## config.mk

```make
export PLATFORM = sky130hd
export DESIGN_NAME = fog_mod_sequencer
export DESIGN_NICKNAME = d
export VERILOG_FILES = /design/src/rtl/fog_pkg.sv /design/src/rtl/fog_cfg_checker.sv /design/src/rtl/fog_mod_sequencer.sv
export SDC_FILE = /design/constraint.sdc
export NUM_CORES = 1
export LEC_CHECK = 0
export BUFFER_PORTS_ARGS = -buffer_cell sky130_fd_sc_hd__clkbuf_2
export CAP_MARGIN = 20
export CORE_MARGIN = 10
export CORE_UTILIZATION = 45
export CTS_CLUSTER_DIAMETER = 120
export DETAILED_ROUTE_END_ITERATION = 12
export PLACE_DENSITY_LB_ADDON = 0.05
export SYNTH_ARGS = -nofsm -noshare
export SYNTH_HDL_FRONTEND = slang
export SYNTH_HIERARCHICAL = 1
export SYNTH_SLANG_ARGS = --single-unit
```

## constraint.sdc

```tcl
create_clock -name i_clk -period 9.94 [get_ports i_clk]
set_input_delay 1.988 -clock i_clk [delete_from_list [all_inputs] [get_ports i_clk]]
set_output_delay 1.988 -clock i_clk [all_outputs]
set_load 0.005 [all_outputs]
```

## src/rtl/fog_pkg.sv

```systemverilog
// Shared state encoding and reset configuration for the FOG modulation sequencer
// and its configuration checker.
package fog_pkg;

    typedef enum logic [2:0] {
        IDLE  = 3'd0,
        ARM   = 3'd1,
        RUN_L = 3'd2,
        RUN_H = 3'd3,
        DRAIN = 3'd4
    } fog_state_t;

    localparam int RST_HALF_PERIOD = 256;
    localparam int RST_WAIT_CNT    = 50;
    localparam int RST_AVG_SEL     = 3;
    localparam int AVG_SEL_MAX     = 10;
    localparam int MIN_HALF_PERIOD = 8;

endpackage

```

## src/rtl/fog_cfg_checker.sv

```systemverilog
// Combinational validity check for a candidate modulation config; also used by the
// host register bank to report read-back status.
module fog_cfg_checker
    import fog_pkg::*;
#(
    parameter int CNT_W      = 32,
    parameter int MIN_MARGIN = 4
) (
    input  logic [CNT_W-1:0] half_period,
    input  logic [CNT_W-1:0] wait_cnt,
    input  logic [CNT_W-1:0] avg_sel,
    output logic             cfg_ok
);

    localparam int SUM_W = CNT_W + 2;

    logic [SUM_W-1:0] win_sum;
    logic             avg_ok;
    logic             half_ok;

    // The acquisition window (stable wait + 2^avg_sel samples + guard) must end
    // strictly before the next edge; the sum is widened so it cannot wrap.
    always_comb begin
        avg_ok  = (avg_sel <= CNT_W'(AVG_SEL_MAX));
        half_ok = (half_period >= CNT_W'(MIN_HALF_PERIOD));
        win_sum = SUM_W'(wait_cnt) + (SUM_W'(1) << avg_sel[3:0]) + SUM_W'(MIN_MARGIN);
        cfg_ok  = avg_ok && half_ok && (win_sum < SUM_W'(half_period));
    end

endmodule

```

## src/rtl/fog_mod_sequencer.sv

```systemverilog
// Square-wave modulation sequencer for the FOG error path: drives level, edge
// triggers, status and double-buffered stable-wait/averaging config.
module fog_mod_sequencer
    import fog_pkg::*;
#(
    parameter int CNT_W      = 32,
    parameter int MIN_MARGIN = 4
) (
    input  logic             i_clk,
    input  logic             i_rst,
    input  logic             i_enable,
    input  logic             i_cfg_load,
    input  logic [CNT_W-1:0] i_half_period,
    input  logic [CNT_W-1:0] i_wait_cnt,
    input  logic [CNT_W-1:0] i_avg_sel,
    input  logic             i_step_sync,
    output logic             o_status,
    output logic             o_mod,
    output logic             o_trig,
    output logic [CNT_W-1:0] o_wait_cnt,
    output logic [CNT_W-1:0] o_avg_sel,
    output logic             o_cfg_err,
    output logic             o_sync_lost,
    output logic [CNT_W-1:0] o_period_cnt,
    output logic [2:0]       o_state
);

    localparam int WD_W = CNT_W + 2;

    fog_state_t       state, state_nxt;
    logic [CNT_W-1:0] half_period, half_cnt;
    logic [CNT_W-1:0] pend_half, pend_wait, pend_avg;
    logic             pend_valid;
    logic [1:0]       arm_cnt;
    logic [WD_W-1:0]  wd_cnt, wd_limit;
    logic             half_tc, cfg_ok, apply_cfg, run_start, trig_nxt;

    fog_cfg_checker #(
        .CNT_W      (CNT_W),
        .MIN_MARGIN (MIN_MARGIN)
    ) u_cfg_checker (
        .half_period (i_half_period),
        .wait_cnt    (i_wait_cnt),
        .avg_sel     (i_avg_sel),
        .cfg_ok      (cfg_ok)
    );

    assign half_tc  = (half_cnt == half_period - CNT_W'(1));
    assign wd_limit = {half_period, 2'b00};
    assign o_state  = state;

    // Config is applied only at full-period boundaries: leaving IDLE and the
    // RUN_H terminal that starts a new period.
    always_comb begin
        state_nxt = state;
        trig_nxt  = 1'b0;
        apply_cfg = 1'b0;
        run_start = 1'b0;
        case (state)
            IDLE: begin
                if (i_enable) begin
                    state_nxt = ARM;
                    apply_cfg = 1'b1;
                end
            end
            ARM: begin
                if (arm_cnt == 2'd2) begin
                    state_nxt = RUN_L;
                    trig_nxt  = 1'b1;
                    run_start = 1'b1;
                end
            end
            RUN_L: begin
                if (half_tc) begin
                    state_nxt = RUN_H;
                    trig_nxt  = 1'b1;
                end
            end
            RUN_H: begin
                if (half_tc) begin
                    if (!i_enable) begin
                        state_nxt = DRAIN;
                    end else begin
                        state_nxt = RUN_L;
                        trig_nxt  = 1'b1;
                        apply_cfg = 1'b1;
                    end
                end
            end
            DRAIN: begin
                if (i_step_sync || half_tc) state_nxt = IDLE;
            end
            default: state_nxt = IDLE;
        endcase
    end

    always_ff @(posedge i_clk or posedge i_rst) begin
        if (i_rst) begin
            state    <= IDLE;
            arm_cnt  <= 2'd0;
            half_cnt <= '0;
        end else begin
            state    <= state_nxt;
            arm_cnt  <= (state == ARM) ? arm_cnt + 2'd1 : 2'd0;
            if (state_nxt != state || state == IDLE || state == ARM) half_cnt <= '0;
            else                                                     half_cnt <= half_cnt + CNT_W'(1);
        end
    end

    // Apply reads the old pending value, so a load landing on the apply cycle
    // is held back for the following boundary.
    always_ff @(posedge i_clk or posedge i_rst) begin
        if (i_rst) begin
            half_period <= CNT_W'(RST_HALF_PERIOD);
            o_wait_cnt  <= CNT_W'(RST_WAIT_CNT);
            o_avg_sel   <= CNT_W'(RST_AVG_SEL);
            pend_half   <= '0;
            pend_wait   <= '0;
            pend_avg    <= '0;
            pend_valid  <= 1'b0;
            o_cfg_err   <= 1'b0;
        end else begin
            if (apply_cfg && pend_valid) begin
                half_period <= pend_half;
                o_wait_cnt  <= pend_wait;
                o_avg_sel   <= pend_avg;
                pend_valid  <= 1'b0;
            end
            if (i_cfg_load) begin
                if (cfg_ok) begin
                    pend_half  <= i_half_period;
                    pend_wait  <= i_wait_cnt;
                    pend_avg   <= i_avg_sel;
                    pend_valid <= 1'b1;
                    o_cfg_err  <= 1'b0;
                end else begin
                    o_cfg_err  <= 1'b1;
                end
            end
        end
    end

    always_ff @(posedge i_clk or posedge i_rst) begin
        if (i_rst) begin
            wd_cnt       <= '0;
            o_period_cnt <= '0;
            o_sync_lost  <= 1'b0;
        end else begin
            if (state == IDLE && i_enable) o_sync_lost <= 1'b0;
            if (run_start) begin
                wd_cnt       <= '0;
                o_period_cnt <= '0;
            end else begin
                if (i_step_sync && state != IDLE) o_period_cnt <= o_period_cnt + CNT_W'(1);
                if (i_step_sync) begin
                    wd_cnt <= '0;
                end else if (state == RUN_L || state == RUN_H) begin
                    if (wd_cnt != wd_limit) wd_cnt <= wd_cnt + WD_W'(1);
                    if (wd_cnt + WD_W'(1) == wd_limit) o_sync_lost <= 1'b1;
                end
            end
        end
    end

    always_ff @(posedge i_clk or posedge i_rst) begin
        if (i_rst) begin
            o_trig   <= 1'b0;
            o_mod    <= 1'b0;
            o_status <= 1'b0;
        end else begin
            o_trig   <= trig_nxt;
            o_mod    <= (state_nxt == RUN_H);
            o_status <= (state_nxt != IDLE);
        end
    end

endmodule

```

---- Word level (Yosys, flattened, before mapping) ----
Index checks and enable logic that the tools add are counted.
cells by class
  mux-type cells .......................... 31
  reduce and logical (&&, ||, !) cells .... 17
  shifts and indexed selects .............. 1
  magnitude comparators ................... 3
  add/sub/neg operators ................... 7
  equality and inequality tests ........... 10
operators by type and width
  cell                     number
  $mux W34                 4
  $mux W32                 3
  $add A32 B1 Y32 const B  2
  $add A32 B34 Y34         1
  $add A34 B1 Y34 const B  1
  $add A34 B3 Y34 const B  1
  $eq A34 B34 Y1           1
  $lt A34 B32 Y1           1
  $ne A34 B34 Y1           1
  $shl A1 B4 Y34 const A   1
  $eq A32 B32 Y1           1
  $ge A32 B4 Y1 const B    1
  $le A32 B4 Y1 const B    1
  $sub A32 B1 Y32 const B  1
  $mux W3                  6
  $pmux W3 S5              1
  $mux W1                  14
  $reduce_bool A3 Y1       4
  $eq A3 B2 Y1 const B     3
  $logic_and A1 B1 Y1      5
  $logic_or A1 B1 Y1       4
  $reduce_and A2 Y1        2
  $eq A3 B1 Y1 const B     1
  $eq A3 B3 Y1 const B     1
  8 further kinds          8
word-level totals
  input port bits ......................... 101
  register bits ........................... 301
  logic and storage cells ................. 86
  output and inout port bits .............. 104

---- Depth between registers and ports, before layout ----
Gate-level depths: netlist of run 1.
  word-level depth ........................ 9
  gate-level depth with buffers ........... 24
  mapped depth without buffers ............ 22

---- By module ----
The synthesis of run 1 kept the hierarchy.
modules (own cells, without submodules)
  module             area an instance (µm²)  cells an instance  times used  sequential area each (µm²)
  fog_mod_sequencer  14966.9                 1344               1           7539.7
  fog_cfg_checker    2377.3                  328                1           0.0

---- Worst setup path after synthesis of run 1 ----
No wires, ideal clock.
  path type ............................... input to register
  from .................................... input i_avg_sel[0]
  to ...................................... register pend_avg[12]
  buffers on the path ..................... 2
  stages .................................. 24
  data required time ...................... 9.815 ns
  arrival time ............................ 6.774 ns
  library setup time ...................... 0.125 ns
  path slack .............................. 3.042 ns
  cells stage by stage .................... nand2b_1 or3_1 ha_1 inv_1 fa_1 a211oi_1 o21ai_1 nand2_1 nor3_4 nor4_4 nor4_1 xnor2_1 ha_1 a21o_1 a21o_1 a21oi_1 a211oi_1 a221oi_1 o311ai_2 a31oi_1 nand2_1 buf_1 clkbuf_1 mux2_2
between the ends
  cells in the longest elaborated chain, start to end .. 6
  elaborated cells between the ends (all ways) .. 8
  those cells by class .................... add/sub (2); order compare (2); shift (1); reduce/logical (3)
RTL lines
  element                          RTL line                  text
  from (decl)                      fog_mod_sequencer.sv:15   input logic [CNT_W-1:0] i_avg_sel,
  $shl A1 B4 Y34                   fog_cfg_checker.sv:26     win_sum = SUM_W'(wait_cnt) + (SUM_W'(1) << avg_sel[3:0]) + SUM_W'(MIN_MARGIN);
  $add A32 B34 Y34                 fog_cfg_checker.sv:26
  $add A34 B3 Y34                  fog_cfg_checker.sv:26
  $lt A34 B32 Y1                   fog_cfg_checker.sv:27     cfg_ok = avg_ok && half_ok && (win_sum < SUM_W'(half_period));
  $logic_and A1 B1 Y1 (*)          fog_cfg_checker.sv:27
  named net cfg_ok                 fog_mod_sequencer.sv:36   logic half_tc, cfg_ok, apply_cfg, run_start, trig_nxt;
  $reduce_and A2 Y1 (no line) (*)  --
  to (signal assigned)             fog_mod_sequencer.sv:133  pend_avg <= i_avg_sel;
  to (decl)                        fog_mod_sequencer.sv:32   logic [CNT_W-1:0] pend_half, pend_wait, pend_avg;
The timed path passes the listed nets; every way through them passes the cells marked *.
A chain may end at the register's enable or synchronous reset.

---- Worst setup path in the final report of run 1 ----
  from .................................... input i_avg_sel[0]
  to ...................................... register pend_avg[26]
The elaborated chain is that of the path after synthesis.

==> flow_summary.toml, run 1 <==
[synth]
synth_top_area_share = 0.426
syn_inst = 1672
syn_area_per_cell_sq_um = 10.4
synth_seq_cells = 301
synth_top_family_by_area = "simple AND/OR/NAND/NOR gates"
synth_edf_count = 0
synth-adder-area-share = 0.0509
synth_compound_area_frac = 0.0679
yosys_warnings = 6
synth.mux.area_fraction = 0.139
synth_top_flop_cell = "dfrtp_1"
synth_cell_types = 77
syn-num-nets = 1843
syn_area_sq_um = 17300
synthTopCellsByCount = "dfrtp_1 (295), nor2_1 (162), mux2_2 (153)"
synthSimpleGateAreaFrac = 0.171
synthTopCellsByArea = "dfrtp_1 (43%), mux2_2 (9.9%), xor2_1 (6.2%)"
synth_largest_area_cell = "dfrtp_1"
synth_xor_area_frac = 0.100
async_flop_share = 1.00
yosysMostFrequentCell = "dfrtp_1"
ys_seq_area_frac = 0.435

[timing]
fin_worst_skew_ps = 20.1
fin_crit_sh = 0.750
fin_crit_ps = 7450
fmax_mhz = 134
slew_viol_final = 0
fin_ws_ps = 2490
grt_setup_unrepaired = "false"
tightest_slew_ps = 978
tns_ps = 0
finalHoldViolations = 0
slew_headroom = 0.342
setup_violations = 0
hold_slack_ps = 432

[run]
drv_cap = 0

[worst_setup_path]
critical_path_class = "input pin to flop"
crit_start = "i_avg_sel[0]"
crit_required_ps = 10360
cp-end-kind = "flop"
cp.arrival_ps = 7880
rr_startpoint = "half_period[0]$_DFFE_PP0P_"
startpoint_type = "input pin"
crit_fanout = 50

[floorplanning]
die_width_microns = 216
fp.dieH_microns = 216
rows = 71
start_util = 0.458
coreArea_sq_um = 37800
die-area_sq_um = 46800
io_pins = 205

[route]
via_count = 12700
drt-total-wl_microns = 44500
post_drt_wl_per_cell_microns = 18.7
dr.pass1.iters = 5
vias_per_cell = 5.35
drc = 0
dr.first_iter.drc_count = 683
ant_nets = 0

[placement]
gp_congestion = 0.865
dp_cells = 2318
pre_cts_ws_ps = 1880
dp_hpwl_microns = 33400
io_buffers = 204

[grt]
grt_pass1_wl_microns = 72300
grt_start_max_net_pins = 152
antenna_found_initial = 7
grt_pass1_vias = 13200
grt_usage = 0.189
overflow = 0

[cells_and_area]
multi_input_area_sq_um = 9200
area.growth.synth_to_final_pct = 15.0
fill_cells = 3504
seqCellArea_sq_um = 7540
fin_nets = 2017
drive_above_1_share = 0.261
fin_cells = 2383

[clock_tree]
cts_resized = 0
cts_setup_buffers = 0
cts_made_buffers = 36
cts_tree = "built"
cts.clk_slew.worst_paths_ps = 60
cts_sinks = 301
clockRootBuffer = "clkbuf_16"
clk_path_buf_depth = 3
cts_hold_buf = 0
clk_latency_ps = 550
htreeDepth = 2

[power]
vdd_drop_max_mv = 0.144
power.static_leakage_nw = 10.1
power_w = 0.00274
power_per_cell_area_nw_per_um2 = 137

[run_status]
status = "finished, final reports clean"

[min_path]
hp-class = "flop to flop"
hold_path_startpoint = "arm_cnt[0]$_DFF_PP0_"
## cell families (layout without fill, tap and decap cells)
family,after synthesis,count (layout)
AND/OR/NAND/NOR,572,572
flip-flops,301,301
multiplexers,201,201
XOR/XNOR,199,199
AO/OA/AOI/OAI,181,181
buffers and inverters,148,346
adder cells (fa/ha/maj),70,70
other,0,2
## worst max-delay path, stage by stage
cell and delay [ps]:
clkbuf_2 140, nand2b_1 210, or3_1 320, ha_1 290
inv_1 60, fa_1 480, a211oi_1 320, o21ai_1 140
nand2_1 180, nor3_4 60, nor4_4 370, nor4_1 140
xnor2_1 160, ha_1 300, a21o_1 160, a21o_1 170
a21oi_1 170, a211oi_1 110, a221oi_1 330, o311ai_2 150
a31oi_1 290, nand2_4 420, buf_4 490, mux2_2 360
## routing by layer
metal  vias up  global-route usage  wire (microns)  share of wire
met5         -                   0              75         0.0017
met4        10              0.0587            1060          0.024
met3        72              0.0469            2330          0.052
met2       223               0.310           21100           0.47
met1      6183               0.241           19900           0.45
li1       6253                   -               -              -
## through the flow
step | util | cell area, sq um
finish | 0.527 | 19900
floorplan | - | 17300
detailed placement | 0.496 | 18800
global placement | 0.495 | 18700
global route | 0.527 | 19900
CTS | 0.526 | 19900
## layout by cell type, fill, tap and decap left out, types with 5 or more instances in the layout
cell type / n
and2_1: 10
nand4_1: 43
o31ai_1: 5
a31oi_1: 6
or4_1: 12
nor2_1: 162
or3_1: 20
nand2b_1: 20
nand3_1: 58
dfrtp_1: 295
nor2b_1: 11
clkbuf_8: 5
xnor2_1: 76
mux2_4: 40
a211oi_1: 14
buf_4: 8
o21ai_0: 50
a21o_1: 11
mux2i_1: 8
nand2_1: 90
o211ai_1: 6
clkbuf_16: 38
clkinv_2: 5
ha_1: 69
and4_1: 12
xor2_1: 123
clkbuf_1: 10
a21oi_1: 43
nor3_1: 40
dfstp_2: 6
mux2_2: 153
and3_1: 20
nor3b_1: 7
nor4b_1: 6
clkbuf_2: 204
inv_1: 68
nor4_1: 39
## cell type report
type | instances | area share
clock buffers | 53 | 0.0530
multi-input cells | 1223 | 0.461
flip-flops and latches | 301 | 0.378
repair buffers | 215 | 0.0569
well taps | 511 | 0.0320
diodes | 2 | 0.000251
inverters | 69 | 0.0132
clock inverters | 9 | 0.00546
## path summary, 6_finish.rpt
check / depth (start not counted) / endpoint / slack (ps)
max: 24 / pend_avg[26]$_DFFE_PP0P_ / 2490
min: 1 / arm_cnt[0]$_DFF_PP0_ / 430
max reg2reg: 13 / half_period[5]$_DFFE_PP0P_ / 4690
min reg2reg: 1 / arm_cnt[0]$_DFF_PP0_ / 430
max in group asynchronous: 4 / wd_cnt[32]$_DFFE_PP0P_ / 6920
min in group asynchronous: 2 / pend_half[0]$_DFFE_PP0P_ / 1370
## sequential cells by signal, indices dropped and copies added (netlist names)
signal / flops
pend_avg: 32
o_cfg_err: 1
wd_cnt: 34
half_period: 32
pend_valid: 1
o_trig: 1
o_period_cnt: 32
o_avg_sel: 32
pend_half: 32
o_state: 3
o_status: 1
o_mod: 1
o_wait_cnt: 32
o_sync_lost: 1
arm_cnt: 2
half_cnt: 32
pend_wait: 32
## report_power, final
| group | switching, W | leakage, nW | internal (W) | total, W |
|---|---|---|---|---|
| registers | 0.0000137 | 4.14 | 0.00124 | 0.00125 |
| clock network | 0.000522 | 0.571 | 0.000788 | 0.00131 |
| logic | 0.000112 | 5.44 | 0.0000696 | 0.000181 |
| total | 0.000647 | 10.1 | 0.00209 | 0.00274 |
Note: power is estimated with default switching activity, not from simulation.
==> run 2, diff against run 1 <==
clock period = 7.2 ns   (was 9.94 ns; I/O delays follow)
==> flow_summary.toml, run 2 (synthesis gave the netlist of run 1 again) <==
[run_status]
status = "finished, final reports clean"

[floorplanning]
coreArea_sq_um = 37800
die-area_sq_um = 46800
fp.dieH_microns = 216
io_pins = 205
rows = 71
die_width_microns = 216
start_util = 0.458

[cells_and_area]
fin_nets = 2017
area.growth.synth_to_final_pct = 15.0
layout_common_cells = "dfrtp_1 (295), clkbuf_2 (204), nor2_1 (162)"
final_common_cell = "dfrtp_1"
utilization = 0.527
drive_above_1_share = 0.260
largest_register_ffs = 34
top_register = "wd_cnt"
fin_cells = 2380

[grt]
grt_pass1_vias = 13200
grt_start_max_net_pins = 132
grt_pass1_wl_microns = 71500
overflow = 0
antenna_found_initial = 7
grt_usage = 0.187

[route]
drt-total-wl_microns = 43900
ant_nets = 0
via_count = 12800
vias_per_cell = 5.39
dr.first_iter.drc_count = 654
dr.pass1.iters = 4
drc = 0
post_drt_wl_per_cell_microns = 18.5

[clock_tree]
cts_resized = 0
cts_setup_buffers = 0
cts_hold_buf = 0
clockRootBuffer = "clkbuf_16"
cts_sinks = 301
htreeDepth = 2
cts_tree = "built"
cts_made_buffers = 36
clk_latency_ps = 550
clk_path_buf_depth = 3
cts.clk_slew.worst_paths_ps = 60

[run]
drv_cap = 0

[worst_setup_path]
cp-end-kind = "flop"
crit_required_ps = 7630
crit_fanout = 97
startpoint_type = "input pin"
critical_path_class = "input pin to flop"
cp.arrival_ps = 6830

[power]
vdd_drop_max_mv = 0.153
power_per_cell_area_nw_per_um2 = 189
power_w = 0.00377
power.static_leakage_nw = 10.2

[placement]
io_buffers = 204
dp_cells = 2319
gp_congestion = 0.864
dp_hpwl_microns = 33200

[timing]
grt_setup_unrepaired = "false"
slew_headroom = 0.386
fin_crit_sh = 0.889
hold_slack_ps = 444
fmax_mhz = 156
finalHoldViolations = 0
tns_ps = 0
tightest_slew_ps = 913
fin_worst_skew_ps = 19.1
slew_viol_final = 0
fin_crit_ps = 6400
setup_violations = 0

[min_path]
hp-class = "flop to flop"
[run 2: path summary, 6_finish.rpt]
check	cells past startpoint	to	from	slack, ps
max	24	pend_wait[2]$_DFFE_PP0P_	i_avg_sel[1]	800
min	1	arm_cnt[0]$_DFF_PP0_	arm_cnt[0]$_DFF_PP0_	440
max reg2reg	13	o_avg_sel[3]$_DFFE_PP0P_	half_period[0]$_DFFE_PP0P_	2180
min reg2reg	1	arm_cnt[0]$_DFF_PP0_	arm_cnt[0]$_DFF_PP0_	440
max in group asynchronous	4	o_avg_sel[12]$_DFFE_PP0P_	i_rst	4810
min in group asynchronous	2	pend_wait[1]$_DFFE_PP0P_	i_rst	900
[run 2: worst max-delay path, cell delays in order]
cell,delay (ps)
clkbuf_2,140
nand2b_1,210
nor3_1,220
ha_1,280
ha_1,240
fa_1,430
a211oi_1,330
o21ai_1,140
nand2_1,170
nor3_4,60
nor4_4,370
nor4_1,140
xnor2_1,160
ha_1,300
a21o_1,160
a21o_1,170
a21oi_1,170
a211oi_1,110
a221oi_1,340
o311ai_2,150
a31oi_1,290
nand2_4,80
buf_12,250
mux2_2,360
[run 2: power breakdown]
part / leakage (nW) / switching, W / internal, W
registers: 4.14 / 0.0000184 / 0.00171
clock network: 0.569 / 0.000702 / 0.00109
logic: 5.45 / 0.000154 / 0.0000948
[run 2: metrics by stage]
stage	worst slack (ps)	instance area [sq um]
2_1_floorplan	850	17300
3_3_place_gp	424	18800
3_5_place_dp	328	18800
4_1_cts	879	19900
5_1_grt	313	19900
6_report	797	20000
[run 2: area by class of cell]
class / instances / area, sq um
Inverter: 69 / 263
Tap cell: 511 / 639
Fill cell: 3528 / 17900
Antenna cell: 2 / 5.00
Multi-Input combinational cell: 1223 / 9200
Clock inverter: 6 / 91.3
Timing Repair Buffer: 215 / 1150
Sequential cell: 301 / 7540
Clock buffer: 53 / 1070
[run 2: layer usage]
layer | up-vias | track usage | part of all wire
met5 | - | 0 | 0.0013
met4 | 10 | 0.0690 | 0.031
met3 | 90 | 0.0454 | 0.052
met2 | 235 | 0.301 | 0.46
met1 | 6240 | 0.239 | 0.45
li1 | 6243 | - | -
==> run 3, diff against run 2 <==
GPL_TIMING_DRIVEN = 0   (was default)
SLEW_MARGIN = 20   (was default)
==> flow_summary.toml, run 3 (synthesis gave the netlist of run 1 again) <==
[cells_and_area]
area.growth.synth_to_final_pct = 18.0
drive_above_1_share = 0.267
fin_nets = 2096
fin_cells = 2463
final_common_cell = "dfrtp_1"
largest_register_ffs = 34
layout_common_cells = "dfrtp_1 (295), clkbuf_2 (204), nor2_1 (162)"
top_register = "wd_cnt"

[run_status]
status = "finished, final reports clean"

[worst_setup_path]
critical_path_class = "input pin to flop"
cp-end-kind = "flop"
cp.arrival_ps = 7250
startpoint_type = "input pin"
crit_fanout = 10
crit_required_ps = 7630

[power]
power_per_cell_area_nw_per_um2 = 188
vdd_drop_max_mv = 0.209
power_w = 0.00385
power.static_leakage_nw = 10.4

[route]
post_drt_wl_per_cell_microns = 18.5
vias_per_cell = 5.35
dr.pass1.iters = 5
drt-total-wl_microns = 45700
drc = 0
ant_nets = 0
dr.first_iter.drc_count = 635
via_count = 13200

[clock_tree]
clockRootBuffer = "clkbuf_16"
cts_hold_buf = 0
cts.clk_slew.worst_paths_ps = 60
htreeDepth = 2
clk_latency_ps = 550
cts_tree = "built"
cts_made_buffers = 35
cts_sinks = 301
clk_path_buf_depth = 3

[grt]
grt_start_max_net_pins = 35
overflow = 0
grt_pass1_wl_microns = 74100
antenna_found_initial = 10
grt_pass1_vias = 13600
grt_usage = 0.195

[floorplanning]
coreArea_sq_um = 37800
fp.dieH_microns = 216
die-area_sq_um = 46800
die_width_microns = 216
start_util = 0.458
io_pins = 205
rows = 71

[timing]
slew_viol_final = 0
setup_violations = 0
hold_slack_ps = 434
grt_setup_unrepaired = "false"
tightest_slew_ps = 918
slew_headroom = 0.383
fin_crit_ps = 6820
fin_worst_skew_ps = 15.2
fin_crit_sh = 0.947
finalHoldViolations = 0
fmax_mhz = 147

[placement]
dp_hpwl_microns = 35700
io_buffers = 204
dp_cells = 2397
gp_congestion = 0.869

[run]
drv_cap = 0

[min_path]
hp-class = "flop to flop"
-- run 3: final cells by class --
cell class              instances  area (sq um)
diodes                          2          5.00
plain buffers                  79           370
clock buffers                  50          1050
clock inverters                12           155
fillers                      3527         17400
inverters                      69           263
multi-input cells            1223          9210
flip-flops and latches        301          7540
well taps                     511           639
repair buffers                216          1240
-- run 3: worst paths after layout --
check / start / to / slack [ps] / cells after the start
worst max-delay path: i_avg_sel[1] / pend_avg[9]$_DFFE_PP0P_ / 380 / 26
worst min-delay path: arm_cnt[0]$_DFF_PP0_ / arm_cnt[0]$_DFF_PP0_ / 430 / 1
worst max register to register: half_period[0]$_DFFE_PP0P_ / half_cnt[23]$_DFF_PP0_ / 2100 / 14
worst min register to register: arm_cnt[0]$_DFF_PP0_ / arm_cnt[0]$_DFF_PP0_ / 430 / 1
max in group asynchronous: i_rst / o_period_cnt[7]$_DFFE_PP0P_ / 4910 / 6
min in group asynchronous: i_rst / pend_half[1]$_DFFE_PP0P_ / 1010 / 2
-- run 3: worst max-delay path, cell delays in order --
cell and delay (ps):
clkbuf_2 160, nand2b_1 240, nor3_1 220, ha_1 280, ha_1 250, fa_1 450
a211oi_2 280, o21ai_1 130, nand2_1 160, nor3_4 70, nor4_4 270, buf_4 200
nor4_1 60, xnor2_1 240, ha_1 280, a21o_1 160, a21o_1 170, a21oi_1 200
a211oi_2 150, a221oi_2 330, o311ai_2 200, a31oi_2 260, nand2_2 200, buf_2 280
buf_2 270, mux2_2 300
-- run 3: report_power, final --
group          switching, W  internal [W]  total, W
combinational      0.000156      0.000106  0.000262
sequential        0.0000170       0.00171   0.00172
clock              0.000731       0.00113   0.00186
total              0.000904       0.00294   0.00385
-- run 3: metrics by stage --
stage | instance area, sq um | utilization | TNS [ps] | setup slack (ps)
after floorplan | 17300 | - | 0 | 850
after global placement | 19000 | 0.502 | -101800 | -1030
after detailed placement | 19200 | 0.508 | -64120 | -1030
after CTS | 20500 | 0.540 | 0 | 45.9
after global routing | 20500 | 0.541 | 0 | 50.2
final | 20500 | 0.541 | 0 | 381
-- run 3: timing repair --
item	CTS	global route
endpoints found under the setup margin	37	90
buffers inserted	2	0
resized for setup	6	6
pin swaps	1	1
-- run 3: routing by layer --
metal  track usage  up-vias  wire length, microns
met2         0.317      255                 21600
met3        0.0468       84                  2260
li1              -     6421                     -
met4        0.0708       16                  1380
met5             0        -                   105
met1         0.247     6411                 20400
